`config.mk`:
```
export PLATFORM = sky130hd
export DESIGN_NAME = cpu_sequencer
export DESIGN_NICKNAME = d
export VERILOG_FILES = /design/src/rtl/cpu_pkg.sv /design/src/rtl/branch_eval.sv /design/src/rtl/cpu_sequencer.sv
export SDC_FILE = /design/constraint.sdc
export NUM_CORES = 1
export LEC_CHECK = 0
export ABC_AREA = 1
export BUFFER_PORTS_ARGS = -buffer_cell sky130_fd_sc_hd__buf_2
export CORE_MARGIN = 1.5
export CORE_UTILIZATION = 35
export CTS_BUF_LIST = sky130_fd_sc_hd__clkbuf_8
export DETAILED_ROUTE_END_ITERATION = 6
export RECOVER_POWER = 50
export SETUP_SLACK_MARGIN = 0.1
export SYNTH_ARGS = -nofsm -noshare
export SYNTH_HDL_FRONTEND = slang
export SYNTH_SLANG_ARGS = --single-unit
```
`constraint.sdc`:
```
create_clock -name clock -period 1.7 [get_ports clock]
set_input_delay 0.34 -clock clock [delete_from_list [all_inputs] [get_ports clock]]
set_output_delay 0.34 -clock clock [all_outputs]
set_load 0.03 [all_outputs]
```
`src/rtl/cpu_pkg.sv`:
```
// Shared definitions for the accumulator CPU control path.
// Holds opcode and branch-condition encodings, PSR flag positions, IR field
// positions and the sequencer state type.
package cpu_pkg;

  // Opcodes, ir[31:28]
  localparam logic [3:0] OP_NOP    = 4'h0;
  localparam logic [3:0] OP_LOAD   = 4'h1;
  localparam logic [3:0] OP_STORE  = 4'h2;
  localparam logic [3:0] OP_BRANCH = 4'h3;
  localparam logic [3:0] OP_XOR    = 4'h4;
  localparam logic [3:0] OP_ADD    = 4'h5;
  localparam logic [3:0] OP_ROT    = 4'h6;
  localparam logic [3:0] OP_SHIFT  = 4'h7;
  localparam logic [3:0] OP_HALT   = 4'h8;
  localparam logic [3:0] OP_CMP    = 4'h9;

  // Branch condition codes, ir[14:12]
  localparam logic [2:0] BR_ALWAYS = 3'd0;
  localparam logic [2:0] BR_PAR    = 3'd1;
  localparam logic [2:0] BR_EVEN   = 3'd2;
  localparam logic [2:0] BR_CARRY  = 3'd3;
  localparam logic [2:0] BR_NEG    = 3'd4;
  localparam logic [2:0] BR_ZERO   = 3'd5;
  localparam logic [2:0] BR_NCARRY = 3'd6;
  localparam logic [2:0] BR_POS    = 3'd7;

  // PSR flag bit indices
  localparam int unsigned PSR_W = 5;
  localparam int unsigned PSR_C = 0;
  localparam int unsigned PSR_P = 1;
  localparam int unsigned PSR_E = 2;
  localparam int unsigned PSR_N = 3;
  localparam int unsigned PSR_Z = 4;

  // IR field positions
  localparam int unsigned IR_OP_HI  = 31;
  localparam int unsigned IR_OP_LO  = 28;
  localparam int unsigned IR_IMM    = 27;
  localparam int unsigned IR_LDA_HI = 23;
  localparam int unsigned IR_LDA_LO = 12;
  localparam int unsigned IR_BR_HI  = 14;
  localparam int unsigned IR_BR_LO  = 12;
  localparam int unsigned IR_TGT_HI = 11;
  localparam int unsigned IR_TGT_LO = 0;

  typedef enum logic [2:0] {
    StFetch,
    StDecode,
    StMemRd,
    StMemWr,
    StHalted
  } seq_state_t;

endpackage

```
`src/rtl/branch_eval.sv`:
```
// Combinational branch condition resolver.
// Ports:
//   psr_i   - datapath flags (carry, parity, even, negative, zero)
//   code_i  - 3-bit branch condition code
//   taken_o - 1 when the condition holds for psr_i
module branch_eval
  import cpu_pkg::*;
(
  input  logic [PSR_W-1:0] psr_i,
  input  logic [2:0]       code_i,
  output logic             taken_o
);

  always_comb begin
    taken_o = 1'b0;
    unique case (code_i)
      BR_ALWAYS: taken_o = 1'b1;
      BR_PAR:    taken_o = psr_i[PSR_P];
      BR_EVEN:   taken_o = psr_i[PSR_E];
      BR_CARRY:  taken_o = psr_i[PSR_C];
      BR_NEG:    taken_o = psr_i[PSR_N];
      BR_ZERO:   taken_o = psr_i[PSR_Z];
      BR_NCARRY: taken_o = ~psr_i[PSR_C];
      BR_POS:    taken_o = ~psr_i[PSR_N];
    endcase
  end

endmodule

```
`src/rtl/cpu_sequencer.sv`:
```
// Fetch/decode/execute control FSM for the accumulator CPU.
// Owns PC and IR, drives the single req/ack memory port, resolves branches
// and emits one-cycle enables to the datapath.
// Ports:
//   clock, reset            - rising-edge clock, synchronous active-high reset
//   mem_req/we/addr/wdata   - memory request, held stable until mem_ack
//   mem_rdata, mem_ack      - read data and completion from memory
//   ir, pc                  - current instruction and next fetch address
//   psr, st_data            - flags and store operand from the datapath
//   exec_en, ld_en, ld_data - execute pulse, load-writeback pulse and data
//   halted, illegal_op      - halt status and undefined-opcode pulse
module cpu_sequencer
  import cpu_pkg::*;
#(
  parameter int unsigned          ADDR_W   = 12,
  parameter int unsigned          DATA_W   = 32,
  parameter logic [ADDR_W-1:0]    RESET_PC = '0
) (
  input  logic              clock,
  input  logic              reset,
  output logic              mem_req,
  output logic              mem_we,
  output logic [ADDR_W-1:0] mem_addr,
  output logic [DATA_W-1:0] mem_wdata,
  input  logic [DATA_W-1:0] mem_rdata,
  input  logic              mem_ack,
  output logic [DATA_W-1:0] ir,
  output logic [ADDR_W-1:0] pc,
  input  logic [PSR_W-1:0]  psr,
  input  logic [DATA_W-1:0] st_data,
  output logic              exec_en,
  output logic              ld_en,
  output logic [DATA_W-1:0] ld_data,
  output logic              halted,
  output logic              illegal_op
);

  seq_state_t        state_q, state_d;
  logic [ADDR_W-1:0] pc_q, pc_d;
  logic [DATA_W-1:0] ir_q, ir_d;
  logic [DATA_W-1:0] ld_data_q, ld_data_d;
  logic              ld_en_q, ld_en_d;
  logic              br_taken;

  branch_eval u_branch_eval (
    .psr_i   (psr),
    .code_i  (ir_q[IR_BR_HI:IR_BR_LO]),
    .taken_o (br_taken)
  );

  always_ff @(posedge clock) begin
    if (reset) begin
      state_q   <= StFetch;
      pc_q      <= RESET_PC;
      ir_q      <= '0;
      ld_data_q <= '0;
      ld_en_q   <= 1'b0;
    end else begin
      state_q   <= state_d;
      pc_q      <= pc_d;
      ir_q      <= ir_d;
      ld_data_q <= ld_data_d;
      ld_en_q   <= ld_en_d;
    end
  end

  always_comb begin
    state_d    = state_q;
    pc_d       = pc_q;
    ir_d       = ir_q;
    ld_data_d  = ld_data_q;
    ld_en_d    = 1'b0;
    mem_req    = 1'b0;
    mem_we     = 1'b0;
    mem_addr   = pc_q;
    exec_en    = 1'b0;
    illegal_op = 1'b0;

    unique case (state_q)
      StFetch: begin
        mem_req = 1'b1;
        if (mem_ack) begin
          ir_d    = mem_rdata;
          pc_d    = pc_q + ADDR_W'(1);
          state_d = StDecode;
        end
      end

      StDecode: begin
        state_d = StFetch;
        case (ir_q[IR_OP_HI:IR_OP_LO])
          OP_NOP: ;
          OP_LOAD: begin
            // Immediate loads are handled entirely by the datapath.
            if (ir_q[IR_IMM]) exec_en = 1'b1;
            else              state_d = StMemRd;
          end
          OP_STORE:  state_d = StMemWr;
          OP_BRANCH: if (br_taken) pc_d = ADDR_W'(ir_q[IR_TGT_HI:IR_TGT_LO]);
          OP_XOR, OP_ADD, OP_ROT, OP_SHIFT, OP_CMP: exec_en = 1'b1;
          OP_HALT:   state_d = StHalted;
          default:   illegal_op = 1'b1;
        endcase
      end

      StMemRd: begin
        mem_req  = 1'b1;
        mem_addr = ADDR_W'(ir_q[IR_LDA_HI:IR_LDA_LO]);
        if (mem_ack) begin
          ld_data_d = mem_rdata;
          ld_en_d   = 1'b1;
          state_d   = StFetch;
        end
      end

      StMemWr: begin
        mem_req  = 1'b1;
        mem_we   = 1'b1;
        mem_addr = ADDR_W'(ir_q[IR_TGT_HI:IR_TGT_LO]);
        if (mem_ack) state_d = StFetch;
      end

      StHalted: ;

      default: state_d = StFetch;
    endcase

    // Reset aborts any transaction immediately, not at the next edge.
    if (reset) begin
      mem_req    = 1'b0;
      exec_en    = 1'b0;
      illegal_op = 1'b0;
    end
  end

  assign mem_wdata = st_data;
  assign ir        = ir_q;
  assign pc        = pc_q;
  assign ld_data   = ld_data_q;
  assign ld_en     = ld_en_q & ~reset;
  assign halted    = (state_q == StHalted) & ~reset;

endmodule

```
; Word level (Yosys, flattened, before mapping)
; Index checks and enable logic that the tools add are counted.
[op_classes]
n_addsub = 1
n_eq_ne = 24
mux = 22
n_bitwise = 7
reduce_logical = 13
[op_table]
columns = cell, n
row1 = $pmux W12 S2, 2
row2 = $mux W12, 3
row3 = $eq A4 B3 Y1 const B, 4
row4 = $eq A3 B3 Y1 const B, 5
row5 = $add A12 B1 Y12 const B, 1
row6 = $eq A3 B2 Y1 const B, 4
row7 = $pmux W3 S4, 1
row8 = $mux W1, 10
row9 = $reduce_or A10 Y1, 1
row10 = $pmux W3 S3, 1
row11 = $eq A4 B2 Y1 const B, 2
row12 = $eq A4 B4 Y1 const B, 2
row13 = $pmux W1 S8, 1
row14 = $eq A3 B1 Y1 const B, 2
row15 = $logic_not A3 Y1, 2
row16 = $mux W3, 2
row17 = $ne A2 B2 Y1 const B, 3
row18 = $not A1 Y1, 5
row19 = $reduce_or A5 Y1, 1
row20 = $eq A4 B1 Y1 const B, 1
row21 = $logic_not A4 Y1, 1
row22 = $reduce_and A2 Y1, 2
row23 = $reduce_and A4 Y1, 1
row24 = $reduce_or A2 Y1, 2
row25 = 7 further kinds, 8
[totals]
ff_bits = 80
inputBits = 72
out_inout_bits = 126
word_cells = 72

; Depth between registers and ports, before layout
; Gate-level depths: netlist of run 1.
[logic_depth]
word_depth = 5
mapped_depth = 11
ltp_nobuf = 11

; Hierarchy
; A second synthesis of run 1 with hierarchy kept.
[unflattened]
cells_unflattened = 560
hier_area_um2 = 3791.1
[by_module_without_submodules]
columns = mod, instances, cells_each, area_per_inst_um2, seq_area_each_um2
row1 = cpu_sequencer, 1, 542, 3713.6, 1601.5
row2 = branch_eval, 1, 18, 77.6, 0.0

; Least setup slack after synthesis of run 1
; OpenSTA, ideal clock, no wires.
[synth_timing]
kind = register to output
start = reg state_q[1]
end = out mem_addr[0]
t_arrival_ps = 1505
t_required_ps = 1360
slack_ps = -145
stages_incl_launch_ff = 8
n_path_buf = 1
path_cell_list = dfxtp_1 inv_1 nor2_2 inv_2 nor2_1 inv_1 clkbuf_1 o221ai_1
[synth_between]
elab_chain_cells = 2
word_cells_on_any_way = 3
cone_classes = 2 x eq/ne / 1 x mux
[synth_rtl]
columns = element, line_no
row1 = start: declaration, cpu_sequencer.sv:38  ; seq_state_t state_q, state_d;
row2 = start signal: assignment, cpu_sequencer.sv:53  ; state_q <= StFetch;
row3 = start signal: assignment, cpu_sequencer.sv:59  ; state_q <= state_d;
row4 = $eq A3 B2 Y1, cpu_sequencer.sv:79  ; unique case (state_q)
row5 = $pmux W12 S2 *, cpu_sequencer.sv:79
row6 = end: declaration, cpu_sequencer.sv:23  ; output logic [ADDR_W-1:0] mem_addr,
; Mark *: on every way between the ends. The rest lies on a longest branch, timed or not.

; Worst setup path in the final report of run 1
[layout_timing]
start = reg state_q[1]
end = out mem_addr[1]
; Same word-level chain as after synthesis.

==> out/qor_table.md, run 1 <==
| Group | Quantity | Value |
|:---|:---|:---|
| status | Status | finished with violations |
| status | Violations in the final reports | negative setup slack |
| floorplan | Initial Utilization | 35.6% |
| detailed routing | Via count | 3959 |
| power and ir drop | Power per Cell Area | 961 nW/um^2 |
| sta | Minimum hold slack | 247 ps |
| clocking | Hold buffers post-CTS | 0 |
| grt | GRT Total Usage | 20.6% |
| clocking | Clock tree from TritonCTS | built |
| sta | Number of setup violations in the final report | 18 |
| layout | Layout fillers | 1196 |
| floorplan | Standard-cell rows | 38 |
| synth | Sequential cell area fraction in the yosys report | 41.8% |
| floorplan | Full die area | 11600 um^2 |
| layout | Area growth syn-to-layout | 28.9% |
| clocking | Clk_lat worst skew | 350 ps |
| layout | Area of all sequential standard cells | 1610 um^2 |
| sta | Post-layout min period | 1880 ps |
| sta | Worst-case headroom to the max-slew limit | 66.5% |
| placed design | I/O Buffers | 133 |
| min path | Hold path start | mem_rdata[14] |
| sta | Max-slew violation count | 0 |
| detailed routing | WL per Instance | 14.9 um |
| synth | Top FF cell, synth | sky130_fd_sc_hd__dfxtp_1 |
| layout | Fraction of final layout cells sized beyond drive strength 1 | 25.5% |
| synth | Post-Syn Nets | 621 |
| synth | Number of distinct library cell variants in the gate-level netlist after synthesis | 29 |
| worst setup path | Required time worst endpoint | 1360 ps |
| floorplan | Chip width | 108 um |
| layout | Diodes inserted | 0 |
| worst setup path | WS Path Type | reg -> out |
| worst setup path | Worst reg2reg startpoint | state_q[1]$_SDFFE_PP0P_ |
| worst setup path | Largest fanout on the critical path | 7 |
| grt | Global-route congestion overflow total | 0 |
| synth | Fraction of registers with async set/reset | 0% |
| sta | Final count of hold timing violations | 0 |
| grt | Largest net degree at the start of global routing | 65 |
| sta | Final period utilization | 111% |
| grt | Number of global-route vias before repair | 3562 |
| detailed routing | Iteration-0 DRC Markers | 195 |
| detailed routing | Residual DRC | 0 |
| synth | Count of mapped cells out of synthesis | 548 |
| synth | Mean post-synth cell area | 6.99 um^2 |
| power and ir drop | Leakage Power | 0.00206 uW |
| layout | Area used by multi-input combinational logic | 1800 um^2 |
| floorplan | Die Height | 108 um |
| clocking | Buffer levels on the longest clock path | 2 |
| floorplan | Placeable core area | 10700 um^2 |
| detailed routing | DRT Pass-1 Iters | 4 |
| detailed routing | Total wirelength of the detailed-routed design | 12000 um |
| synth | Synth warn | 0 |
| placed design | Post-detailed-placement half-perimeter wirelength | 8730 um |
| synth | Number of synthesized register bits | 80 |
| sta | Minimum setup slack in the final design | -181 ps |
| sta | Slew of the pin with the lowest slew margin | 503 ps |
| detailed routing | Average via count per standard cell | 4.91 |
| placed design | RePlAce Congestion | 0.889 |
| sta | Unrepaired setup endpoints after global routing | yes |
| clocking | Clock-pin transition on the worst setup and hold timing paths | 80 ps |
| worst setup path | Startpoint kind of the worst setup timing path | register |
| clocking | CTS Buf Count | 9 |
| clocking | CTS Root Buffer Type | sky130_fd_sc_hd__clkbuf_8 |
| worst setup path | Worst Setup End Kind | output pin |
| run | Max capacitance violation total | 0 |
| clocking | Clock H-tree levels | 3 |
| floorplan | Io pins | 198 |
| worst setup path | Arrival @ worst endpoint | 1540 ps |
| power and ir drop | Largest vdd supply drop | 506 uV |
| grt | Number of antenna violations at the first check in global routing | 0 |
| detailed routing | Number of routed nets with antenna violations | 0 |
| worst setup path | Startpoint of the worst setup timing path | state_q[1]$_SDFFE_PP0P_ |
| power and ir drop | Total power | 4740 uW |
| layout | # nets final | 736 |
| clocking | Total clock sinks | 80 |
| synth | Netlist area before placement | 3830 um^2 |
| min path | Worst Hold Class | in -> reg |
| synth | Number of enable-type register cells in the synthesized netlist | 0 |
| sta | Clock skew after layout | 12.7 ps |
| grt | First-pass GRT wire length | 18300 um |
| sta | Max Freq | 532 MHz |
[where the power goes]
| part | switching, uW | internal, uW |
|---|---|---|
| logic | 936 | 449 |
| registers | 151 | 2020 |
| clock network | 684 | 504 |
[cell usage in the layout (no fill, tap or decap), types with 2 or more instances in the layout]
master                     netlist  layout
sky130_fd_sc_hd__a21oi_1        39      38
sky130_fd_sc_hd__nand3_1        20      19
sky130_fd_sc_hd__inv_6           0       2
sky130_fd_sc_hd__nor2_4          2       5
sky130_fd_sc_hd__nor3_1          5       3
sky130_fd_sc_hd__inv_1          58      56
sky130_fd_sc_hd__buf_4          35      25
sky130_fd_sc_hd__nand2_1        76      67
sky130_fd_sc_hd__clkinv_2        0       3
sky130_fd_sc_hd__clkbuf_1       19      59
sky130_fd_sc_hd__o21ai_0        80      79
sky130_fd_sc_hd__o221ai_2        0      10
sky130_fd_sc_hd__nor2_1         94      88
sky130_fd_sc_hd__nand2_2         1       8
sky130_fd_sc_hd__nand2_4         2       4
sky130_fd_sc_hd__dfxtp_1        80      75
sky130_fd_sc_hd__buf_2           4      58
sky130_fd_sc_hd__buf_6           1      21
sky130_fd_sc_hd__dfxtp_2         0       5
sky130_fd_sc_hd__o211ai_1        3       3
sky130_fd_sc_hd__nand4_1         4       4
sky130_fd_sc_hd__nor2_2          1       4
sky130_fd_sc_hd__inv_2           4       3
sky130_fd_sc_hd__clkbuf_8        0       9
sky130_fd_sc_hd__inv_4           1       3
[per-layer routing]
layer | share of wire (%) | vias up | global-route usage [%]
met5 | 0 | - | 0
met4 | 3.1 | 0 | 9.68
met3 | 7.8 | 28 | 5.21
met2 | 46 | 151 | 31.7
met1 | 43 | 1808 | 26.8
li1 | - | 1972 | -
[kinds of logic (layout without fill, tap and decap cells)]
family,Yosys count,in the layout,synth area share [%]
DFF,80,80,41.8
AOI/OAI and AO/OA,136,136,19.3
buffers and inverters,123,242,15.9
and+or+nand+nor,208,208,22.7
adders and majority gates,1,1,0.327
[synthesized netlist by cell type (2+ instances only)]
cell	n	share of area, %
sky130_fd_sc_hd__nor3_1	5	0.65
sky130_fd_sc_hd__dfxtp_1	80	42
sky130_fd_sc_hd__nand2_1	76	7.5
sky130_fd_sc_hd__o21ai_0	80	10
sky130_fd_sc_hd__inv_2	4	0.39
sky130_fd_sc_hd__nand4_1	4	0.65
sky130_fd_sc_hd__o221ai_1	11	2.5
sky130_fd_sc_hd__nand2_4	2	0.59
sky130_fd_sc_hd__a21oi_1	39	5.1
sky130_fd_sc_hd__nand3_1	20	2.6
sky130_fd_sc_hd__nor2_1	94	9.2
sky130_fd_sc_hd__inv_1	58	5.7
sky130_fd_sc_hd__nor2_4	2	0.59
sky130_fd_sc_hd__buf_4	35	6.9
sky130_fd_sc_hd__o211ai_1	3	0.59
sky130_fd_sc_hd__buf_2	4	0.52
sky130_fd_sc_hd__clkbuf_1	19	1.9
[area by class of cell]
type,count,area share [%]
clock buffer,9,2.51
clock inverter,6,0.609
inverter,63,5.15
multi-input combinational,345,36.5
sequential,80,32.6
tap,140,3.55
timing repair buffer,164,19.1
[stage by stage]
stage	instance area, um^2	instances	TNS (ps)	utilization [%]	setup WS (ps)
3_3_place_gp	4500	777	0	41.9	108
5_1_grt	4930	807	-3620	45.9	-258
2_1_floorplan	3920	548	-57.6	-	-57.6
4_1_cts	4840	797	-2770	45.1	-222
6_report	4930	807	-2330	45.9	-181
3_5_place_dp	4500	777	0	41.9	51.9
[sequential cells by signal (all words and copies together), names as in the netlist]
name     flops
ld_en_q      1
ld_data     32
ir          32
pc          12
state_q      3
[critical path, cell delays in order, from the launching register on]
cell,delay [ps]
sky130_fd_sc_hd__dfxtp_2,350
sky130_fd_sc_hd__inv_2,50
sky130_fd_sc_hd__nor2_4,110
sky130_fd_sc_hd__inv_4,60
sky130_fd_sc_hd__nor2_4,130
sky130_fd_sc_hd__buf_6,160
sky130_fd_sc_hd__nand2_2,50
sky130_fd_sc_hd__o211ai_1,70
sky130_fd_sc_hd__buf_4,200
[final timing paths]
| check | endpoint | slack, ps | cells past startpoint |
|---|---|---|---|
| max | mem_addr[1] | -180 | 8 |
| max reg2reg | pc[9]$_SDFFE_PP0P_ | -30 | 9 |
| min reg2reg | ir[26]$_SDFFE_PP0P_ | 450 | 2 |
| min | ld_data[14]$_SDFFE_PP0P_ | 250 | 3 |
[repair_timing]
item / CTS / global route
gates cloned: 1 / 0
setup buffers: 4 / 10
gates resized for setup: 49 / 28
endpoints found under the setup margin: 17 / 63
pin swaps: 3 / 6
No activity file was read; power rests on OpenSTA's default activity.
==> run 2: changes to the inputs <==
--- a/config.mk
+++ b/config.mk
@@ -9,7 +9,7 @@
 export BUFFER_PORTS_ARGS = -buffer_cell sky130_fd_sc_hd__buf_2
 export CORE_MARGIN = 1.5
 export CORE_UTILIZATION = 35
-export CTS_BUF_LIST = sky130_fd_sc_hd__clkbuf_8
+export CTS_BUF_LIST = sky130_fd_sc_hd__clkbuf_16
 export DETAILED_ROUTE_END_ITERATION = 6
 export RECOVER_POWER = 50
 export SETUP_SLACK_MARGIN = 0.1
==> out/qor_table.md, run 2 (synthesis results as in run 1) <==
| Group | Quantity | Value | vs previous |
|:---|:---|:---|:---|
| layout | Most common cell after layout, fill and taps aside | sky130_fd_sc_hd__nor2_1 | unchanged |
| worst setup path | Largest fanout on the critical path | 12 | was 7 |
| floorplan | Initial Utilization | 35.6% | unchanged |
| power and ir drop | Leakage Power | 0.00208 uW | was 0.00206 uW |
| clocking | Clock-pin transition on the worst setup and hold timing paths | 60 ps | was 80 ps |
| min path | Worst Hold Class | in -> reg | unchanged |
| worst setup path | Startpoint kind of the worst setup timing path | register | unchanged |
| clocking | Buffer levels on the longest clock path | 2 | unchanged |
| sta | Post-layout min period | 1830 ps | was 1880 ps |
| clocking | CTS Buf Count | 9 | unchanged |
| detailed routing | Total wirelength of the detailed-routed design | 12000 um | about the same |
| detailed routing | Via count | 3931 | was 3959 |
| sta | Final count of hold timing violations | 0 | unchanged |
| layout | Finished Core Util | 46.6% | was 45.9% |
| floorplan | Chip width | 108 um | unchanged |
| clocking | Total clock sinks | 80 | unchanged |
| placed design | RePlAce Congestion | 0.889 | unchanged |
| detailed routing | Number of routed nets with antenna violations | 0 | unchanged |
| grt | Number of global-route vias before repair | 3580 | was 3562 |
| sta | Total Negative Setup Slacks | -1420 ps | was -2330 ps |
| placed design | Post-detailed-placement half-perimeter wirelength | 8730 um | unchanged |
| sta | Max-slew violation count | 0 | unchanged |
| placed design | I/O Buffers | 133 | unchanged |
| grt | Number of antenna violations at the first check in global routing | 0 | unchanged |
| detailed routing | Average via count per standard cell | 4.88 | was 4.91 |
| sta | Final period utilization | 107% | was 111% |
| clocking | CTS Root Buffer Type | sky130_fd_sc_hd__clkbuf_16 | was sky130_fd_sc_hd__clkbuf_8 |
| clocking | Clock H-tree levels | 3 | unchanged |
| layout | Area growth syn-to-layout | 30.8% | was 28.9% |
| power and ir drop | Power per Cell Area | 1050 nW/um^2 | was 961 nW/um^2 |
| worst setup path | WS Path Type | reg -> out | unchanged |
| status | Status | finished with violations | unchanged |
| floorplan | Standard-cell rows | 38 | unchanged |
| clocking | Clock tree from TritonCTS | built | unchanged |
| detailed routing | WL per Instance | 14.8 um | was 14.9 um |
| layout | Fraction of final layout cells sized beyond drive strength 1 | 25.2% | was 25.5% |
| floorplan | Die Height | 108 um | unchanged |
| grt | First-pass GRT wire length | 18400 um | was 18300 um |
| sta | Clock skew after layout | 7.69 ps | was 12.7 ps |
| worst setup path | Number of buffers and inverters on the critical path | 4 | unchanged |
| sta | Worst-case headroom to the max-slew limit | 70.6% | was 66.5% |
| grt | Largest net degree at the start of global routing | 65 | unchanged |
| worst setup path | Arrival @ worst endpoint | 1490 ps | was 1540 ps |
| placed design | Setup Slack @ Placement | 51.9 ps | unchanged |
| sta | Slew of the pin with the lowest slew margin | 443 ps | was 503 ps |
| run | Max capacitance violation total | 0 | unchanged |
| sta | Number of setup violations in the final report | 15 | was 18 |
| placed design | DP Cell Count | 777 | unchanged |
| sta | Unrepaired setup endpoints after global routing | yes | unchanged |
| worst setup path | Chain of cells forming the critical path | inv_2 -> nor2_4 -> inv_4 -> nor2_4 -> inv_6 -> o211ai_1 -> buf_4 | was inv_2 -> nor2_4 -> inv_4 -> nor2_4 -> buf_6 -> nand2_2 -> o211ai_1 -> buf_4 |
| grt | Global-route congestion overflow total | 0 | unchanged |
| clocking | Hold buffers post-CTS | 0 | unchanged |
| sta | Minimum setup slack in the final design | -126 ps | was -181 ps |
| worst setup path | Top Family by Delay on Critical Path | buffers and inverters | unchanged |
| detailed routing | Iteration-0 DRC Markers | 189 | was 195 |
| worst setup path | Worst Setup End Kind | output pin | unchanged |
| layout | Layout Cells excl Fill | 806 | was 807 |
| layout | Layout fillers | 1178 | was 1196 |
| worst setup path | Required time worst endpoint | 1360 ps | about the same |
| layout | # nets final | 735 | was 736 |
| layout | Commonest non-fill, non-tap cells in the layout | 89 x sky130_fd_sc_hd__nor2_1, 79 x sky130_fd_sc_hd__o21ai_0, 75 x sky130_fd_sc_hd__dfxtp_1 | was 88 x sky130_fd_sc_hd__nor2_1, 79 x sky130_fd_sc_hd__o21ai_0, 75 x sky130_fd_sc_hd__dfxtp_1 |
| detailed routing | Residual DRC | 0 | unchanged |
| status | Violations in the final reports | negative setup slack | unchanged |
| worst setup path | Delay of the slowest cell on the worst path | 340 ps | was 350 ps |
| clocking | Clk_lat worst skew | 340 ps | was 350 ps |
| sta | Max Freq | 548 MHz | was 532 MHz |
| floorplan | Full die area | 11600 um^2 | unchanged |
| detailed routing | DRT Pass-1 Iters | 4 | unchanged |
| power and ir drop | Largest vdd supply drop | 490 uV | was 506 uV |
| worst setup path | Critical-path cell with the highest stage delay | sky130_fd_sc_hd__dfxtp_2 | unchanged |
| floorplan | Io pins | 198 | unchanged |
| grt | GRT Total Usage | 20.6% | about the same |
| floorplan | Placeable core area | 10700 um^2 | unchanged |
| worst setup path | Crit-path most repeated cell | sky130_fd_sc_hd__nor2_4 | unchanged |
| layout | Diodes inserted | 0 | unchanged |
[run 2: layer usage]
metal | vias to the layer above | routed length (um) | GRT usage [%]
met4 | 0 | 325 | 8.74
met5 | - | 0 | 0
met2 | 135 | 5530 | 32.0
li1 | 1967 | - | -
met3 | 26 | 877 | 5.39
met1 | 1803 | 5220 | 27.0
[run 2: layout make-up]
cell class | count | area [um^2] | share of cell area (%)
Clock buffer | 9 | 225 | 4.50
Clock inverter | 6 | 30.0 | 0.600
Inverter | 63 | 254 | 5.07
Multi-Input combinational cell | 345 | 1790 | 35.7
Sequential cell | 80 | 1610 | 32.1
Tap cell | 140 | 175 | 3.50
Timing Repair Buffer | 163 | 926 | 18.5
[run 2: where the power goes]
part           leakage [uW]  internal, uW  switching, uW  total (uW)
Combinational       0.00129           441            928        1370
Clock              0.000133           961            736        1700
Sequential         0.000656          2020            151        2170
Total               0.00208          3420           1820        5240
[run 2: final timing paths]
kind | to | slack [ps] | startpoint | cells past startpoint
worst max-delay path | mem_addr[1] | -130 | state_q[1]$_SDFFE_PP0P_ | 7
worst max register to register | pc[11]$_SDFFE_PP0P_ | 210 | state_q[1]$_SDFFE_PP0P_ | 10
worst min register to register | ir[25]$_SDFFE_PP0P_ | 450 | ir[25]$_SDFFE_PP0P_ | 2
worst min-delay path | ld_data[14]$_SDFFE_PP0P_ | 270 | mem_rdata[14] | 3
[run 2: what timing repair did]
item                                    CTS  global route
hold endpoints to repair                  0             0
pin swaps                                 3             4
endpoints found under the setup margin   16            63
cloned                                    1             0
buffers inserted                          4            10
gates resized for setup                  50            22
[run 2: metrics by stage]
| stage | area (um^2) | hold slack [ps] | total power (uW) |
|---|---|---|---|
| final | 5010 | 269 | 5240 |
| after global routing | 5010 | 288 | 5490 |
| after CTS | 4940 | 264 | 5240 |
| after detailed placement | 4500 | 441 | 3460 |
| after global placement | 4500 | 440 | 3440 |
| after floorplan | 3920 | 507 | 3180 |
[run 2: worst register-to-register path, delay by kind of cell (launching register included)]
family,cells,cell delay (ps)
flops,1,330
simple gates,5,510
compound gates,1,130
buf+inv,4,470
==> run 3: changes to the inputs <==
--- a/config.mk
+++ b/config.mk
@@ -7,10 +7,13 @@
 export LEC_CHECK = 0
 export ABC_AREA = 1
 export BUFFER_PORTS_ARGS = -buffer_cell sky130_fd_sc_hd__buf_2
+export CELL_PAD_IN_SITES_DETAIL_PLACEMENT = 1
+export CELL_PAD_IN_SITES_GLOBAL_PLACEMENT = 1
 export CORE_MARGIN = 1.5
-export CORE_UTILIZATION = 35
+export CORE_UTILIZATION = 30
 export CTS_BUF_LIST = sky130_fd_sc_hd__clkbuf_16
 export DETAILED_ROUTE_END_ITERATION = 6
+export PLACE_DENSITY_LB_ADDON = 0.1
 export RECOVER_POWER = 50
 export SETUP_SLACK_MARGIN = 0.1
 export SYNTH_ARGS = -nofsm -noshare
==> out/qor_table.md, run 3 (synthesis results as in run 1) <==
| Group | Quantity | Value | vs previous |
|:---|:---|:---|:---|
| clocking | Clock H-tree levels | 3 | unchanged |
| sta | Final count of hold timing violations | 0 | unchanged |
| sta | Unrepaired setup endpoints after global routing | yes | unchanged |
| layout | Layout Cells excl Fill | 839 | was 806 |
| worst setup path | Logic depth of the worst register-to-register path | 13 | was 10 |
| clocking | CTS Buf Count | 9 | unchanged |
| detailed routing | Iteration-0 DRC Markers | 173 | was 189 |
| layout | Area growth syn-to-layout | 39.3% | was 30.8% |
| detailed routing | Total wirelength of the detailed-routed design | 14100 um | was 12000 um |
| grt | Largest net degree at the start of global routing | 44 | was 65 |
| worst setup path | Startpoint kind of the worst setup timing path | register | unchanged |
| sta | Worst-case headroom to the max-slew limit | 72.2% | was 70.6% |
| clocking | Clk_lat worst skew | 340 ps | about the same |
| placed design | DP Cell Count | 810 | was 777 |
| layout | Fraction of final layout cells sized beyond drive strength 1 | 28.2% | was 25.2% |
| power and ir drop | Power per Cell Area | 1100 nW/um^2 | was 1050 nW/um^2 |
| min path | Worst Hold Class | in -> reg | unchanged |
| worst setup path | WS Path Type | reg -> out | unchanged |
| detailed routing | DRT Pass-1 Iters | 4 | unchanged |
| placed design | RePlAce Congestion | 0.832 | was 0.889 |
| clocking | Hold buffers post-CTS | 0 | unchanged |
| worst setup path | Required time worst endpoint | 1360 ps | about the same |
| power and ir drop | Switching Power | 1940 uW | was 1820 uW |
| floorplan | Standard-cell rows | 41 | was 38 |
| worst setup path | Largest fanout on the critical path | 2 | was 12 |
| layout | Most common cell after layout, fill and taps aside | sky130_fd_sc_hd__nor2_1 | unchanged |
| power and ir drop | Register share of total power | 37.1% | was 41.4% |
| floorplan | Die Height | 116 um | was 108 um |
| layout | Post-Layout Inst Area | 5330 um^2 | was 5010 um^2 |
| sta | Slew of the pin with the lowest slew margin | 419 ps | was 443 ps |
| power and ir drop | Cell-internal power | 3930 uW | was 3420 uW |
| grt | First-pass GRT wire length | 21300 um | was 18400 um |
| worst setup path | End of the worst register-to-register path | pc[0]$_SDFFE_PP0P_ | was pc[11]$_SDFFE_PP0P_ |
| power and ir drop | Part of the power in the clock network | 36.8% | was 32.4% |
| grt | GRT Total Usage | 20.9% | was 20.6% |
| clocking | Buffer levels on the longest clock path | 2 | unchanged |
| grt | Number of global-route vias before repair | 4046 | was 3580 |
| floorplan | Io pins | 198 | unchanged |
| sta | Max Freq | 533 MHz | was 548 MHz |
| placed design | I/O Buffers | 133 | unchanged |
| placed design | Area after detailed placement | 4580 um^2 | was 4500 um^2 |
| sta | Max-slew violation count | 0 | unchanged |
| detailed routing | Number of routed nets with antenna violations | 0 | unchanged |
| floorplan | Initial Utilization | 30.6% | was 35.6% |
| sta | Post-layout min period | 1880 ps | was 1830 ps |
| clocking | Total clock sinks | 80 | unchanged |
| detailed routing | WL per Instance | 16.8 um | was 14.8 um |
| power and ir drop | Part of the total power dissipated in combinational logic | 26.1% | was 26.2% |
| clocking | Clock tree from TritonCTS | built | unchanged |
| worst setup path | Worst Setup End Kind | output pin | unchanged |
| worst setup path | Register-to-Register Setup Slack | -50 ps | was 210 ps |
| detailed routing | Via count | 4049 | was 3931 |
| layout | Diodes inserted | 0 | unchanged |
| detailed routing | Residual DRC | 0 | unchanged |
| sta | Number of setup violations in the final report | 24 | was 15 |
| min path | Cell depth of the worst min-delay path | 3 | unchanged |
| status | Violations in the final reports | negative setup slack | unchanged |
| floorplan | Placeable core area | 12500 um^2 | was 10700 um^2 |
| power and ir drop | Leakage Power | 0.00223 uW | was 0.00208 uW |
| grt | Number of antenna violations at the first check in global routing | 1 | was 0 |
| layout | Commonest non-fill, non-tap cells in the layout | 88 x sky130_fd_sc_hd__nor2_1, 77 x sky130_fd_sc_hd__dfxtp_1, 73 x sky130_fd_sc_hd__o21ai_0 | was 89 x sky130_fd_sc_hd__nor2_1, 79 x sky130_fd_sc_hd__o21ai_0, 75 x sky130_fd_sc_hd__dfxtp_1 |
| worst setup path | Worst reg2reg startpoint | state_q[1]$_SDFFE_PP0P_ | unchanged |
| placed design | Post-detailed-placement half-perimeter wirelength | 10200 um | was 8730 um |
| layout | # nets final | 737 | was 735 |
| min path | Hold EP | ld_data[0]$_SDFFE_PP0P_ | was ld_data[14]$_SDFFE_PP0P_ |
| sta | Final period utilization | 110% | was 107% |
| worst setup path | Startpoint of the worst setup timing path | state_q[1]$_SDFFE_PP0P_ | unchanged |
| clocking | Clock-pin transition on the worst setup and hold timing paths | 60 ps | about the same |
| sta | Clock skew after layout | 8.92 ps | was 7.69 ps |
| power and ir drop | Largest vdd supply drop | 458 uV | was 490 uV |
| status | Status | finished with violations | unchanged |
| worst setup path | Arrival @ worst endpoint | 1540 ps | was 1490 ps |
| min path | Hold path start | mem_rdata[0] | was mem_rdata[14] |
| clocking | CTS Root Buffer Type | sky130_fd_sc_hd__clkbuf_16 | unchanged |
| floorplan | Chip width | 116 um | was 108 um |
| sta | Minimum setup slack in the final design | -176 ps | was -126 ps |
| floorplan | Full die area | 13400 um^2 | was 11600 um^2 |
| power and ir drop | Switching power share of the total | 33.1% | was 34.7% |
| run | Max capacitance violation total | 0 | unchanged |
| grt | Global-route congestion overflow total | 0 | unchanged |
| detailed routing | Average via count per standard cell | 4.83 | was 4.88 |
[run 3: changes by cell type in the layout (fill, tap and decap cells not counted), sizes merged]
cell and change:
buf +6, bufinv +3, clkbuf -5, clkinvlp -1
inv -2
[run 3: critical path: stages, from the launching register on]
cell,delay (ps)
sky130_fd_sc_hd__dfxtp_2,320
sky130_fd_sc_hd__buf_4,130
sky130_fd_sc_hd__buf_6,110
sky130_fd_sc_hd__nor2_4,150
sky130_fd_sc_hd__nand2_4,80
sky130_fd_sc_hd__inv_4,60
sky130_fd_sc_hd__nand2_4,60
sky130_fd_sc_hd__nor3_4,130
sky130_fd_sc_hd__buf_6,160
[run 3: power by group through the flow]
stage	clock network, uW	registers [uW]	logic, uW
2_1_floorplan	0	2430	755
3_3_place_gp	0	2200	1290
3_5_place_dp	0	2200	1320
4_1_cts	2220	2170	1460
5_1_grt	2280	2190	1660
6_report	2160	2180	1530
[run 3: timing repair]
action | in CTS | in global routing
pin swaps | 9 | 12
buffers inserted | 10 | 6
setup endpoints to repair | 17 | 30
resized for setup | 70 | 47
cloned | 2 | 0
[run 3: area by class of cell]
cell class / instances / area [um^2]
Tap cell: 172 / 215
Fill cell: 1646 / 7180
Clock inverter: 5 / 97.6
Inverter: 63 / 264
Sequential cell: 80 / 1610
Timing Repair Buffer: 164 / 1000
Clock buffer: 9 / 225
Multi-Input combinational cell: 345 / 1910
Timing Repair inverter: 1 / 16.3
[run 3: metal layers]
metal | up-vias | wire length [um] | global-route usage, %
li1 | 1976 | - | -
met1 | 1930 | 5960 | 26.3
met2 | 107 | 7000 | 34.7
met3 | 36 | 798 | 3.97
met4 | 0 | 360 | 9.67
met5 | - | 0 | 0
[run 3: how the worst max path moves through the flow]
stage	slack [ps]	end	depth (start not counted)
finish	-180	illegal_op	8
global route	-220	illegal_op	8
detailed placement	60	mem_addr[1]	7
floorplan	-60	mem_addr[1]	7
CTS	-160	mem_addr[1]	7
global placement	120	mem_addr[5]	7
[run 3: metrics by stage]
step	TNS [ps]	util (%)	hold WS (ps)	total power [uW]	setup slack [ps]
global placement	0	36.6	437	3490	117
finish	-2140	42.6	272	5870	-176
CTS	-1960	41.6	266	5840	-165
floorplan	-57.6	-	507	3180	-57.6
detailed placement	0	36.6	436	3520	62.5
global route	-4030	42.6	296	6140	-221
